`src/rtl/clock_period_monitor.sv`:
```
// clock_period_monitor
//   Observes a generated clock (mon_clock) from a faster sampling clock.
//   Measures high/low phase durations in sampling cycles, counts rising
//   edges, flags a stopped clock and offers a "wait N rising edges"
//   handshake for testbench proxies.
//
// Ports
//   clock          sampling clock, all logic on its rising edge
//   reset          asynchronous active-high reset
//   mon_clock      monitored clock, asynchronous to clock
//   high_time      last captured high-phase duration (clock cycles)
//   low_time       last captured low-phase duration (clock cycles)
//   period_valid   both phase times come from the current uninterrupted run
//   period_changed one-cycle pulse when a valid-run capture differs from before
//   edge_count     free-running rising-edge count (wraps)
//   stalled        no edge seen for STALL_LIMIT cycles
//   wait_req       start a wait for wait_count rising edges (0 means 1)
//   wait_count     number of rising edges to wait for
//   wait_ready     wait FSM idle; request accepted when wait_req=1
//   wait_done      one-cycle pulse when the requested edges have elapsed
//   wait_abort     one-cycle pulse when an armed wait is killed by a stall
module clock_period_monitor #(
  parameter int CNT_WIDTH   = 16,
  parameter int EDGE_WIDTH  = 32,
  parameter int STALL_LIMIT = 1024,
  parameter int SYNC_STAGES = 2
) (
  input  logic                  clock,
  input  logic                  reset,
  input  logic                  mon_clock,
  output logic [CNT_WIDTH-1:0]  high_time,
  output logic [CNT_WIDTH-1:0]  low_time,
  output logic                  period_valid,
  output logic                  period_changed,
  output logic [EDGE_WIDTH-1:0] edge_count,
  output logic                  stalled,
  input  logic                  wait_req,
  input  logic [EDGE_WIDTH-1:0] wait_count,
  output logic                  wait_ready,
  output logic                  wait_done,
  output logic                  wait_abort
);

  localparam logic [CNT_WIDTH-1:0]  CNT_MAX   = '1;
  localparam logic [CNT_WIDTH-1:0]  CNT_ONE   = CNT_WIDTH'(1);
  localparam logic [CNT_WIDTH-1:0]  STALL_CNT = CNT_WIDTH'(STALL_LIMIT);
  localparam logic [EDGE_WIDTH-1:0] EDGE_ONE  = EDGE_WIDTH'(1);

  // ---------------------------------------------------------------------
  // Synchronizer and edge detect
  // ---------------------------------------------------------------------
  logic [SYNC_STAGES-1:0] sync_pipe;
  logic                   sync_dly;
  logic                   mon_s;
  logic                   rise;
  logic                   fall;
  logic                   any_edge;

  always_ff @(posedge clock or posedge reset) begin
    if (reset) begin
      sync_pipe <= '0;
      sync_dly  <= 1'b0;
    end else begin
      sync_pipe <= {sync_pipe[SYNC_STAGES-2:0], mon_clock};
      sync_dly  <= sync_pipe[SYNC_STAGES-1];
    end
  end

  assign mon_s    = sync_pipe[SYNC_STAGES-1];
  assign rise     =  mon_s & ~sync_dly;
  assign fall     = ~mon_s &  sync_dly;
  assign any_edge = rise | fall;

  // ---------------------------------------------------------------------
  // Phase measurement
  // ---------------------------------------------------------------------
  // phase_inc is the value captured at an edge: it counts the edge cycle
  // itself, so it equals the number of cycles since the previous edge.
  logic [CNT_WIDTH-1:0] phase_cnt;
  logic [CNT_WIDTH-1:0] phase_inc;
  logic                 seen_fall;
  logic                 stall_hit;

  assign phase_inc = (phase_cnt == CNT_MAX) ? CNT_MAX : phase_cnt + CNT_ONE;

  // Guarded by !stalled so a STALL_LIMIT equal to the saturation value
  // does not retrigger every cycle while the counter sits at all-ones.
  assign stall_hit = !any_edge && !stalled && (phase_inc == STALL_CNT);

  always_ff @(posedge clock or posedge reset) begin
    if (reset) begin
      phase_cnt      <= '0;
      high_time      <= '0;
      low_time       <= '0;
      period_valid   <= 1'b0;
      period_changed <= 1'b0;
      seen_fall      <= 1'b0;
      stalled        <= 1'b0;
      edge_count     <= '0;
    end else begin
      period_changed <= 1'b0;
      phase_cnt      <= any_edge ? '0 : phase_inc;

      if (stall_hit) begin
        stalled      <= 1'b1;
        period_valid <= 1'b0;
        seen_fall    <= 1'b0;
      end else if (any_edge) begin
        if (stalled) begin
          // First edge after a stall ends an incomplete phase: clear the
          // stall and throw this capture away.
          stalled <= 1'b0;
        end else if (fall) begin
          high_time <= phase_inc;
          seen_fall <= 1'b1;
          if (period_valid && (phase_inc != high_time))
            period_changed <= 1'b1;
        end else begin
          low_time <= phase_inc;
          // Registered period_valid is still 0 on the capture that sets it,
          // which keeps period_changed quiet on that first valid capture.
          if (seen_fall)
            period_valid <= 1'b1;
          if (period_valid && (phase_inc != low_time))
            period_changed <= 1'b1;
        end
      end

      if (rise)
        edge_count <= edge_count + EDGE_ONE;
    end
  end

  // ---------------------------------------------------------------------
  // Wait-for-N-edges handshake
  // ---------------------------------------------------------------------
  typedef enum logic [1:0] {
    IDLE  = 2'd0,
    ARMED = 2'd1,
    DONE  = 2'd2
  } wait_state_t;

  wait_state_t           state;
  logic [EDGE_WIDTH-1:0] wait_target;
  logic [EDGE_WIDTH-1:0] wait_seen;
  logic [EDGE_WIDTH-1:0] seen_inc;
  logic                  wait_kill;

  assign seen_inc  = wait_seen + EDGE_ONE;
  // A wait armed while the clock is already stopped is killed as well,
  // otherwise it could sit in ARMED forever.
  assign wait_kill = stall_hit || (stalled && !any_edge);

  always_ff @(posedge clock or posedge reset) begin
    if (reset) begin
      state       <= IDLE;
      wait_target <= '0;
      wait_seen   <= '0;
      wait_ready  <= 1'b1;
      wait_done   <= 1'b0;
      wait_abort  <= 1'b0;
    end else begin
      wait_done  <= 1'b0;
      wait_abort <= 1'b0;
      case (state)
        IDLE: begin
          // A rise in the acceptance cycle is deliberately not counted.
          if (wait_req) begin
            wait_target <= (wait_count == '0) ? EDGE_ONE : wait_count;
            wait_seen   <= '0;
            wait_ready  <= 1'b0;
            state       <= ARMED;
          end
        end
        ARMED: begin
          if (rise) begin
            wait_seen <= seen_inc;
            if (seen_inc == wait_target) begin
              wait_done <= 1'b1;
              state     <= DONE;
            end
          end else if (wait_kill) begin
            wait_abort <= 1'b1;
            wait_ready <= 1'b1;
            state      <= IDLE;
          end
        end
        DONE: begin
          wait_ready <= 1'b1;
          state      <= IDLE;
        end
        default: begin
          wait_ready <= 1'b1;
          state      <= IDLE;
        end
      endcase
    end
  end

endmodule

```
`config.mk`:
```
export PLATFORM = sky130hd
export DESIGN_NAME = clock_period_monitor
export DESIGN_NICKNAME = d
export VERILOG_FILES = /design/src/rtl/clock_period_monitor.sv
export SDC_FILE = /design/constraint.sdc
export NUM_CORES = 1
export LEC_CHECK = 0
export CORE_MARGIN = 2
export CORE_UTILIZATION = 60
export DETAILED_ROUTE_END_ITERATION = 8
export PLACE_DENSITY_LB_ADDON = 0.05
export SLEW_MARGIN = 15
export SYNTH_ARGS = -nofsm -noshare
export SYNTH_HDL_FRONTEND = slang
export SYNTH_SLANG_ARGS = --single-unit
export TNS_END_PERCENT = 1
```
`constraint.sdc`:
```
create_clock -name clock -period 11.2 [get_ports clock]
set_input_delay 2.24 -clock clock [delete_from_list [all_inputs] [get_ports clock]]
set_output_delay 2.24 -clock clock [all_outputs]
set_load 0.03 [all_outputs]
```
==> results of run 1 <==
[routing by layer]
metal | vias to the layer above | part of all wire
li1 | 3167 | -
met1 | 3320 | 0.44
met2 | 209 | 0.49
met3 | 36 | 0.048
met4 | 0 | 0.019
met5 | - | 0
[cell families after synthesis]
logic type,after synthesis
buffers and inverters,59
DFF,156
AOI/OAI and AO/OA,132
xor gates and xnor gates,97
muxes,64
adders and majority gates,5
and+or+nand+nor,327
[area by class of cell]
type	instances	area, sq um	area share
repair buffers	111	1096	0.1092
inverters	12	50.05	0.004984
multi-input cells	625	4194	0.4177
well taps	180	225.2	0.02243
flip-flops and latches	156	3905	0.3889
clock buffers	22	454.2	0.04523
clock inverters	10	116.4	0.01159
[Yosys cell counts, types with 13 or more instances]
cell type	count
xnor2_1	66
and4_1	13
clkbuf_1	30
nor2_1	58
nand3_1	38
mux2i_1	18
nand2_1	88
nor4_1	21
dfrtp_1	155
mux2_2	38
buf_2	13
o21ai_0	62
xor2_1	31
a21oi_1	20
nor3_1	19
nand4_1	32
[flip-flops by register name (all words and copies together), names as in the netlist]
signal,count
wait_ready,1
edge_count,32
stalled,1
wait_done,1
phase_cnt,16
seen_fall,1
low_time,16
state,2
high_time,16
period_changed,1
wait_abort,1
wait_seen,32
sync_dly,1
wait_target,32
sync_pipe,2
period_valid,1
[layout by cell type, fill, tap and decap left out, drive strengths merged, types with 22 or more instances in the layout]
cell type / netlist / layout
nand4: 35 / 35
nand2: 88 / 88
o21ai: 63 / 63
xnor2: 66 / 66
nor4: 23 / 23
clkdlybuf4s50: 0 / 105
nand3: 38 / 38
mux2: 46 / 46
nor2: 58 / 58
clkbuf: 30 / 22
dfrtp: 155 / 155
xor2: 31 / 31
[how the worst max path moves through the flow]
stage | start | to | slack (ns) | cells after the start
after global routing | reset | high_time[12]$_DFFE_PP0P_ | 7.19 | 3
after floorplan | reset | edge_count[0]$_DFFE_PP0P_ | 4.76 | 1
after CTS | stalled$_DFFE_PP0P_ | stalled | 7.28 | 1
after detailed placement | reset | edge_count[9]$_DFFE_PP0P_ | 6.96 | 3
final | stalled$_DFFE_PP0P_ | stalled | 7.28 | 1
after global placement | reset | edge_count[10]$_DFFE_PP0P_ | 7.03 | 3
[where the power goes]
part / total [mW] / switching (mW) / internal (mW) / leakage, nW
clock: 0.567 / 0.232 / 0.335 / 0.275
combinational: 0.213 / 0.121 / 0.0922 / 1.91
sequential: 0.630 / 0.0365 / 0.594 / 2.09
[stage by stage]
step	power [mW]	util	instances	setup WS (ns)
2_1_floorplan	0.7669	-	840	4.755
3_3_place_gp	0.8456	0.6903	1084	7.026
3_5_place_dp	0.8524	0.6903	1084	6.958
4_1_cts	1.416	0.7319	1116	7.276
5_1_grt	1.467	0.7319	1116	7.194
6_report	1.410	0.7319	1116	7.278
==> reports/results.txt, run 1 <==
# fillers -> 997
Layout cell share with drive strength beyond 1 -> 0.1090
DIE HEIGHT -> 121.9 um
Worst R2R Setup Slack -> 7.97 ns
GPL Wtd Cong -> 0.8794
N_diodes -> 0
Max cap viols -> 0
I/O pins -> 106
Post-Route WL -> 19.27 mm
PD cells -> 140.5 nW/um^2
Die W -> 121.9 um
Peak VDD IR -> 105.5 uV
Yosys top cell area share -> 0.4654
GR peak layer -> met2
Hold endpoint -> sync_pipe[1]$_DFF_PP0_
Worst hold slack -> 0.3704 ns
Clock tree buffer depth -> 2
Worst path cell trace -> clkdlybuf4s50_1
Synth Area in XOR/XNOR -> 0.1019
Vias in the first global route -> 6482
Outcome -> finished, final reports clean
Post-layout nets -> 964
Simple-gate share of the synthesized area -> 0.2060
I/O Buffers -> 105
Post-synthesis cell count -> 840
H-tree levels -> 4
Post-synthesis mux area share -> 0.08737
Min Tclk post-route -> 3.922 ns
GR Layer Usage met1 -> 0.3693
Post-route setup TNS -> 0 ns
Routed vias -> 6732
Syn Nets -> 881
Die area -> 14850 sq um
Worst path bufs/invs -> 1
Reg-to-Reg End -> state[0]$_DFFE_PP0P_
M2 GR Usage -> 0.4427
Hpwl dp -> 13.53 mm
Final instance area -> 10040 sq um
Mean post-synth cell area -> 9.922 sq um
Adder-cell share of the synthesized area -> 0.007506
CTS clk-pin slew, worst paths -> 0.06 ns
CTS root buf -> clkbuf_16
Post-cts resize count -> 0
Skew-Pair Late Insertion Delay -> 0.43 ns
CTS tree -> built
Core Box Area -> 13720 sq um
CP delay by family, top -> buffers and inverters
Warnings, synthesis -> 0
Hold wc startpoint -> sync_pipe[0]$_DFF_PP0_
Crit path DAT -> 1.68 ns
Fraction of registers with async set or reset after synthesis -> 1.000
Overflow after GRT -> 0
Tcrit/Tclk final -> 0.3502
Leakage dissipation -> 4.272 nW
Slew Limit Fails -> 0
Hold_buf cts -> 0
Placed cell area -> 9470 sq um
Initial core utilization -> 0.6075
CP required -> 8.96 ns
Via/cell ratio -> 6.032
CP endpoint kind -> output pin
Complex-gate fraction of the synthesized area -> 0.09833
Top cells by area, synth -> dfrtp_1 47%, xnor2_1 6.9%, mux2_2 5.1%
Largest net degree at the start of global routing -> 93
HP Class -> register to register
CP Class -> register to output pin
Seq/Total Area, Yosys -> 0.4685
Post-route ant nets -> 0
Met3 Usage GRT -> 0.05290
Most used DFF post-synth -> dfrtp_1
Final Skew -> 0.007548 ns
Path depth of the worst reg2reg path -> 9
Max Clk Rate -> 255.0 MHz
Hold depth -> 0
Num CTS Buffers -> 17
First-pass GRT wire length -> 31.93 mm
Area leader, netlist -> dfrtp_1
Number of enable flip-flop cells after synthesis -> 0
FF+latch count, synth -> 156
Post-route DRC -> 0
Total GRT Usage -> 0.2723
Number of DRC markers in iteration 0 -> 552
Postcts setup bufs -> 0
Clock sink count -> 156
First-pass DRT Iterations -> 5
CP max-delay cell -> clkdlybuf4s50_1
Critical Path Fanout Max -> 7
Initial antenna violation count -> 0
Crit-path max cell delay -> 0.75 ns
Reg2reg start -> wait_seen[0]$_DFFE_PP0P_
Area grow syn2layout -> 20.48%
CP startpoint kind -> register
Max_slew headroom -> 0.3614
RSZ-0062 raised after global routing -> no
Final hold violation count -> 0
Combinational family with the most area after synthesis -> simple AND/OR/NAND/NOR gates
Worst-margin pin slew -> 0.9528 ns
Cell row count -> 43
Final Setup Violations -> 0
WL/cell -> 17.27 um
Cell variety after synth -> 61
Post-Syn Area -> 8334 sq um
(Power assumes the default switching activity.)
==> run 2, diff against run 1 <==
--- a/config.mk
+++ b/config.mk
@@ -6,7 +6,7 @@
 export NUM_CORES = 1
 export LEC_CHECK = 0
 export CORE_MARGIN = 2
-export CORE_UTILIZATION = 60
+export CORE_UTILIZATION = 56
 export DETAILED_ROUTE_END_ITERATION = 8
 export PLACE_DENSITY_LB_ADDON = 0.05
 export SLEW_MARGIN = 15
==> constraint.sdc (replaced) <==
create_clock -name clock -period 3.86 [get_ports clock]
set_input_delay 0.772 -clock clock [delete_from_list [all_inputs] [get_ports clock]]
set_output_delay 0.772 -clock clock [all_outputs]
set_load 0.03 [all_outputs]
==> run 2 against run 1 <==
  * Die area rose by 6.9%
  * Largest power group unchanged
  * Sequential share of layout area fell by 0.27 points
  * Flip-flop and latch count did not move
  * Clock-buffer cell count rose by 1
  * Critical path depth rose by 8
  * Highest routed layer unchanged
==> reports/results.txt, run 2 (synthesis gave the netlist of run 1 again) <==
Power Total -> 4.093 mW (was 1.410 mW)
GPL Wtd Cong -> 0.9158 (was 0.8794)
Final hold violation count -> 0 (unchanged)
Post-layout nets -> 970 (was 964)
Hpwl dp -> 14.37 mm (was 13.53 mm)
Placed Instances -> 1094 (was 1084)
Post-cts resize count -> 0 (unchanged)
CP required -> 4.16 ns (was 8.96 ns)
Worst hold slack -> 0.3643 ns (was 0.3704 ns)
Initial core utilization -> 0.5734 (was 0.6075)
Slew Limit Fails -> 0 (unchanged)
WL/cell -> 17.66 um (was 17.27 um)
Path depth of the worst reg2reg path -> 9 (unchanged)
Clock sink count -> 156 (unchanged)
Initial antenna violation count -> 0 (unchanged)
Hold_buf cts -> 0 (unchanged)
Biggest regs -> edge_count x32, wait_seen x32, wait_target x32 (unchanged)
Die area -> 15870 sq um (was 14850 sq um)
Number of DRC markers in iteration 0 -> 580 (was 552)
DIE HEIGHT -> 126.0 um (was 121.9 um)
H-tree levels -> 4 (unchanged)
Clock tree buffer depth -> 2 (unchanged)
Postcts setup bufs -> 0 (unchanged)
CTS tree -> built (unchanged)
CP startpoint kind -> register (unchanged)
N_diodes -> 0 (unchanged)
Cell row count -> 44 (was 43)
Outcome -> finished, final reports clean (unchanged)
Layout cell share with drive strength beyond 1 -> 0.1118 (was 0.1090)
First-pass GRT wire length -> 33.42 mm (was 31.93 mm)
Tcrit/Tclk final -> 0.8083
Post-route DRC -> 0 (unchanged)
Final Skew -> 0.009984 ns (was 0.007548 ns)
Critical Path Fanout Max -> 11 (was 7)
RSZ-0062 raised after global routing -> no (unchanged)
Vias in the first global route -> 6549 (was 6482)
Core Box Area -> 14530 sq um (was 13720 sq um)
Die W -> 126.0 um (was 121.9 um)
Total GRT Usage -> 0.2599 (was 0.2723)
Leakage dissipation -> 4.313 nW (was 4.272 nW)
Largest net degree at the start of global routing -> 56 (was 93)
Commonest non-fill, non-tap cell in the layout -> dfrtp_1 (unchanged)
Max Clk Rate -> 320.5 MHz
Worst-margin pin slew -> 1.095 ns (was 0.9528 ns)
Num CTS Buffers -> 17 (unchanged)
Overflow after GRT -> 0 (unchanged)
CP endpoint kind -> register (was output pin)
Most frequent cells in the layout -> 155 x dfrtp_1, 105 x clkdlybuf4s50_1, 88 x nand2_1 (unchanged)
I/O Buffers -> 105 (unchanged)
Max cap viols -> 0 (unchanged)
Post-route ant nets -> 0 (unchanged)
I/O pins -> 106 (unchanged)
Skew-Pair Late Insertion Delay -> 0.42 ns (was 0.43 ns)
# fillers -> 1117 (was 997)
Post-route setup TNS -> 0 ns (unchanged)
Area grow syn2layout -> 21.33% (was 20.48%)
Non-filler cells in the finished layout -> 1123 (was 1116)
Via/cell ratio -> 5.935 (was 6.032)
Post-Route WL -> 19.83 mm (was 19.27 mm)
CP Class -> register to register (was register to output pin)
Final Setup Violations -> 0 (unchanged)
CTS root buf -> clkbuf_16 (unchanged)
Routed vias -> 6665 (was 6732)
Peak VDD IR -> 320.5 uV (was 105.5 uV)
Min Tclk post-route -> 3.120 ns
Max_slew headroom -> 0.2683 (was 0.3614)
CTS clk-pin slew, worst paths -> 0.06 ns (about the same)
Crit path DAT -> 3.42 ns (was 1.68 ns)
PD cells -> 404.8 nW/um^2 (was 140.5 nW/um^2)
First-pass DRT Iterations -> 5 (unchanged)
Hold depth -> 0 (unchanged)
HP Class -> register to register (unchanged)
## run 2: changes by cell type in the layout (fill, tap and decap cells not counted)
cell / change
buf_4: +4
clkbuf_8: +3
inv_6: -3
buf_12: +2
clkbuf_1: -2
clkinv_2: -1
clkinv_4: +1
clkinvlp_4: -1
nor2_1: +1
nor2_2: -1
nor3_1: +1
nor3_2: -1
## run 2: metrics by stage
step	utilization	area (sq um)	setup WS, ns
floorplan	-	8338	1.116
global placement	0.6562	9537	0.9319
detailed placement	0.6562	9537	0.7603
CTS	0.6958	10110	0.7328
global route	0.6958	10110	0.3792
finish	0.6958	10110	0.7398
## run 2: final timing paths
| kind | startpoint | to | slack (ns) |
|---|---|---|---|
| min reg2reg | sync_pipe[0]$_DFF_PP0_ | sync_pipe[1]$_DFF_PP0_ | 0.36 |
| max in group asynchronous | reset | wait_seen[28]$_DFFE_PP0P_ | 2.15 |
| min in group asynchronous | reset | high_time[0]$_DFFE_PP0P_ | 0.86 |
| max | wait_seen[0]$_DFFE_PP0P_ | state[0]$_DFFE_PP0P_ | 0.74 |
| min | sync_pipe[0]$_DFF_PP0_ | sync_pipe[1]$_DFF_PP0_ | 0.36 |
| max reg2reg | wait_seen[0]$_DFFE_PP0P_ | state[0]$_DFFE_PP0P_ | 0.74 |
## run 2: power by group
group          total (mW)  leakage [nW]  internal (mW)  switching [mW]
Clock                1.64         0.285           1.01           0.626
Combinational       0.626          1.94          0.275           0.351
Sequential           1.83          2.09           1.72           0.108
Total                4.09          4.31           3.01            1.09
## run 2: per-layer routing
| metal | track usage | wire length [um] | share of wire |
|---|---|---|---|
| met1 | 0.3503 | 8927 | 0.45 |
| met2 | 0.4333 | 9787 | 0.49 |
| met3 | 0.05353 | 897 | 0.045 |
| met4 | 0.06593 | 215 | 0.011 |
| met5 | 0 | 0 | 0 |
## run 2: layout make-up
type / count / area [sq um] / share of cell area
Multi-Input combinational cell: 625 / 4187 / 0.4140
Sequential cell: 156 / 3905 / 0.3862
Timing Repair Buffer: 117 / 1166 / 0.1153
Clock buffer: 23 / 488.0 / 0.04826
Tap cell: 184 / 230.2 / 0.02277
Clock inverter: 6 / 87.58 / 0.008661
Inverter: 12 / 48.80 / 0.004826
## run 2: critical path: stages (launching register included)
cell,delay (ns)
dfrtp_1,0.48
ha_1,0.32
nand3_1,0.34
nor3_2,0.37
xnor2_1,0.10
or4b_1,0.46
nor4_1,0.36
o2111ai_1,0.24
nor3_1,0.24
o21bai_1,0.09
==> run 3, diff against run 2 <==
==> constraint.sdc (replaced) <==
create_clock -name clock -period 3 [get_ports clock]
set_input_delay 0.6 -clock clock [delete_from_list [all_inputs] [get_ports clock]]
set_output_delay 0.6 -clock clock [all_outputs]
set_load 0.03 [all_outputs]
==> run 3 against run 2 <==
  * Clock-buffer cell count down 3
  * Sequential share of layout area fell by 0.44 points
  * Sequential power grew 29%
  * Largest cell class unchanged
==> reports/results.txt, run 3 (synthesis gave the netlist of run 1 again) <==
Setup crit end -> high_time[14]$_DFFE_PP0P_ (was state[0]$_DFFE_PP0P_)
Path depth of the worst reg2reg path -> 7 (was 9)
Post-route DRC -> 0 (unchanged)
Placed Instances -> 1107 (was 1094)
Largest net degree at the start of global routing -> 73 (was 56)
PD cells -> 506.9 nW/um^2 (was 404.8 nW/um^2)
Skew-Pair Late Insertion Delay -> 0.43 ns (was 0.42 ns)
Outcome -> finished, final reports clean (unchanged)
Overflow after GRT -> 0 (unchanged)
Power Total -> 5.192 mW (was 4.093 mW)
Area grow syn2layout -> 22.89% (was 21.33%)
Peak VDD IR -> 384.0 uV (was 320.5 uV)
Routed vias -> 6770 (was 6665)
HP Class -> register to register (unchanged)
Min Tclk post-route -> 2.807 ns (was 3.120 ns)
Clock tree buffer depth -> 2 (unchanged)
Crit path from -> phase_cnt[6]$_DFF_PP0_ (was wait_seen[0]$_DFFE_PP0P_)
Final Setup Violations -> 0 (unchanged)
Final hold violation count -> 0 (unchanged)
Post-layout nets -> 983 (was 970)
Worst path bufs/invs -> 0 (unchanged)
Reg-to-Reg End -> high_time[14]$_DFFE_PP0P_ (was state[0]$_DFFE_PP0P_)
Tcrit/Tclk final -> 0.9358 (was 0.8083)
Hold_buf cts -> 0 (unchanged)
Cell row count -> 44 (unchanged)
First-pass DRT Iterations -> 5 (unchanged)
Num CTS Buffers -> 17 (unchanged)
Critical Path Fanout Max -> 22 (was 11)
Initial antenna violation count -> 0 (unchanged)
CTS root buf -> clkbuf_16 (unchanged)
CP delay by family, top -> simple AND/OR/NAND/NOR gates (unchanged)
CP required -> 3.32 ns (was 4.16 ns)
Final Skew -> 0.01109 ns (was 0.009984 ns)
Worst hold slack -> 0.3538 ns (was 0.3643 ns)
Initial core utilization -> 0.5734 (unchanged)
Non-filler cells in the finished layout -> 1138 (was 1123)
Die area -> 15870 sq um (unchanged)
Hpwl dp -> 14.46 mm (was 14.37 mm)
Clock sink count -> 156 (unchanged)
GPL Wtd Cong -> 0.9003 (was 0.9158)
Worst-margin pin slew -> 0.7289 ns (was 1.095 ns)
Leakage dissipation -> 4.396 nW (was 4.313 nW)
DIE HEIGHT -> 126.0 um (unchanged)
Vias in the first global route -> 6674 (was 6549)
Post-route setup TNS -> 0 ns (unchanged)
I/O Buffers -> 105 (unchanged)
Worst R2R Setup Slack -> 0.19 ns (was 0.74 ns)
H-tree levels -> 4 (unchanged)
Biggest regs -> edge_count x32, wait_seen x32, wait_target x32 (unchanged)
Post-layout util -> 0.7047 (was 0.6958)
Commonest non-fill, non-tap cell in the layout -> dfrtp_1 (unchanged)
Post-route ant nets -> 0 (unchanged)
CTS tree -> built (unchanged)
Worst path cell trace -> and4_1, nand4_1, mux2_2, nor4_1, and4_4, or3b_4, mux2_2 (was ha_1, nand3_1, nor3_2, xnor2_1, or4b_1, nor4_1, o2111ai_1, nor3_1, o21bai_1)
Crit-path max cell delay -> 0.49 ns (was 0.48 ns)
N_diodes -> 0 (unchanged)
CP endpoint kind -> register (unchanged)
First-pass GRT wire length -> 33.47 mm (was 33.42 mm)
CP Depth -> 7 (was 9)
Crit path DAT -> 3.12 ns (was 3.42 ns)
Max Clk Rate -> 356.2 MHz (was 320.5 MHz)
CP startpoint kind -> register (unchanged)
Most frequent cells in the layout -> 151 x dfrtp_1, 105 x clkdlybuf4s50_1, 88 x nand2_1 (was 155 x dfrtp_1, 105 x clkdlybuf4s50_1, 88 x nand2_1)
Post-Route WL -> 20.15 mm (was 19.83 mm)
I/O pins -> 106 (unchanged)
Via/cell ratio -> 5.949 (was 5.935)
CP max-delay cell -> dfrtp_1 (unchanged)
Max_slew headroom -> 0.5141 (was 0.2683)
Max cap viols -> 0 (unchanged)
Die W -> 126.0 um (unchanged)
Slew Limit Fails -> 0 (unchanged)
Total GRT Usage -> 0.2622 (was 0.2599)
Reg2reg start -> phase_cnt[6]$_DFF_PP0_ (was wait_seen[0]$_DFFE_PP0P_)
Core Box Area -> 14530 sq um (unchanged)
WL/cell -> 17.71 um (was 17.66 um)
Layout cell share with drive strength beyond 1 -> 0.1384 (was 0.1118)
CP Class -> register to register (unchanged)
Number of DRC markers in iteration 0 -> 448 (was 580)
# fillers -> 1093 (was 1117)
CTS clk-pin slew, worst paths -> 0.06 ns (about the same)
Critical path's most frequent cell -> mux2_2
-- run 3: cell types whose count changed in the layout (fill, tap and decap cells not counted), sizes merged --
cell / before / now
clkinvlp: 1 / 4
inv: 11 / 12
buf: 12 / 25
clkbuf: 23 / 20
clkinv: 4 / 6
bufinv: 2 / 1
-- run 3: power by group --
part           switching, mW  internal (mW)
sequential             0.141           2.22
combinational          0.453          0.359
clock                  0.869           1.15
total                   1.46           3.73
-- run 3: metrics by stage --
step,area (sq um),setup WS [ns]
2_1_floorplan,8338,0.4279
3_3_place_gp,9634,0.1542
3_5_place_dp,9634,0.05937
4_1_cts,10180,0.03203
5_1_grt,10240,-0.01139
6_report,10240,0.1926
-- run 3: how the worst min path moves through the flow --
stage	cells after the start	startpoint	to	slack, ns
finish	0	sync_pipe[0]$_DFF_PP0_	sync_pipe[1]$_DFF_PP0_	0.35
global route	0	sync_pipe[0]$_DFF_PP0_	sync_pipe[1]$_DFF_PP0_	0.37
CTS	0	sync_pipe[0]$_DFF_PP0_	sync_pipe[1]$_DFF_PP0_	0.36
detailed placement	0	sync_pipe[0]$_DFF_PP0_	sync_pipe[1]$_DFF_PP0_	0.34
global placement	0	sync_pipe[0]$_DFF_PP0_	sync_pipe[1]$_DFF_PP0_	0.34
floorplan	0	sync_pipe[0]$_DFF_PP0_	sync_pipe[1]$_DFF_PP0_	0.33
-- run 3: timing repair --
item,4_1_cts,5_1_grt
gates resized for setup,0,15
setup buffers,0,0
setup endpoints to repair,0,13
-- run 3: final cells by class --
| class | count | area [sq um] | share of cell area |
|---|---|---|---|
| Timing Repair Buffer | 130 | 1264 | 0.1234 |
| Clock buffer | 20 | 446.7 | 0.04361 |
| Tap cell | 184 | 230.2 | 0.02248 |
| Multi-Input combinational cell | 625 | 4248 | 0.4147 |
| Sequential cell | 156 | 3910 | 0.3818 |
| Inverter | 12 | 48.80 | 0.004764 |
| Clock inverter | 11 | 95.09 | 0.009284 |
-- run 3: metal layers --
layer	vias up	global-route usage	wire length (um)
li1	3208	-	-
met1	3317	0.3511	9164
met2	204	0.4206	9540
met3	41	0.04928	901
met4	0	0.1125	542
met5	-	0	0
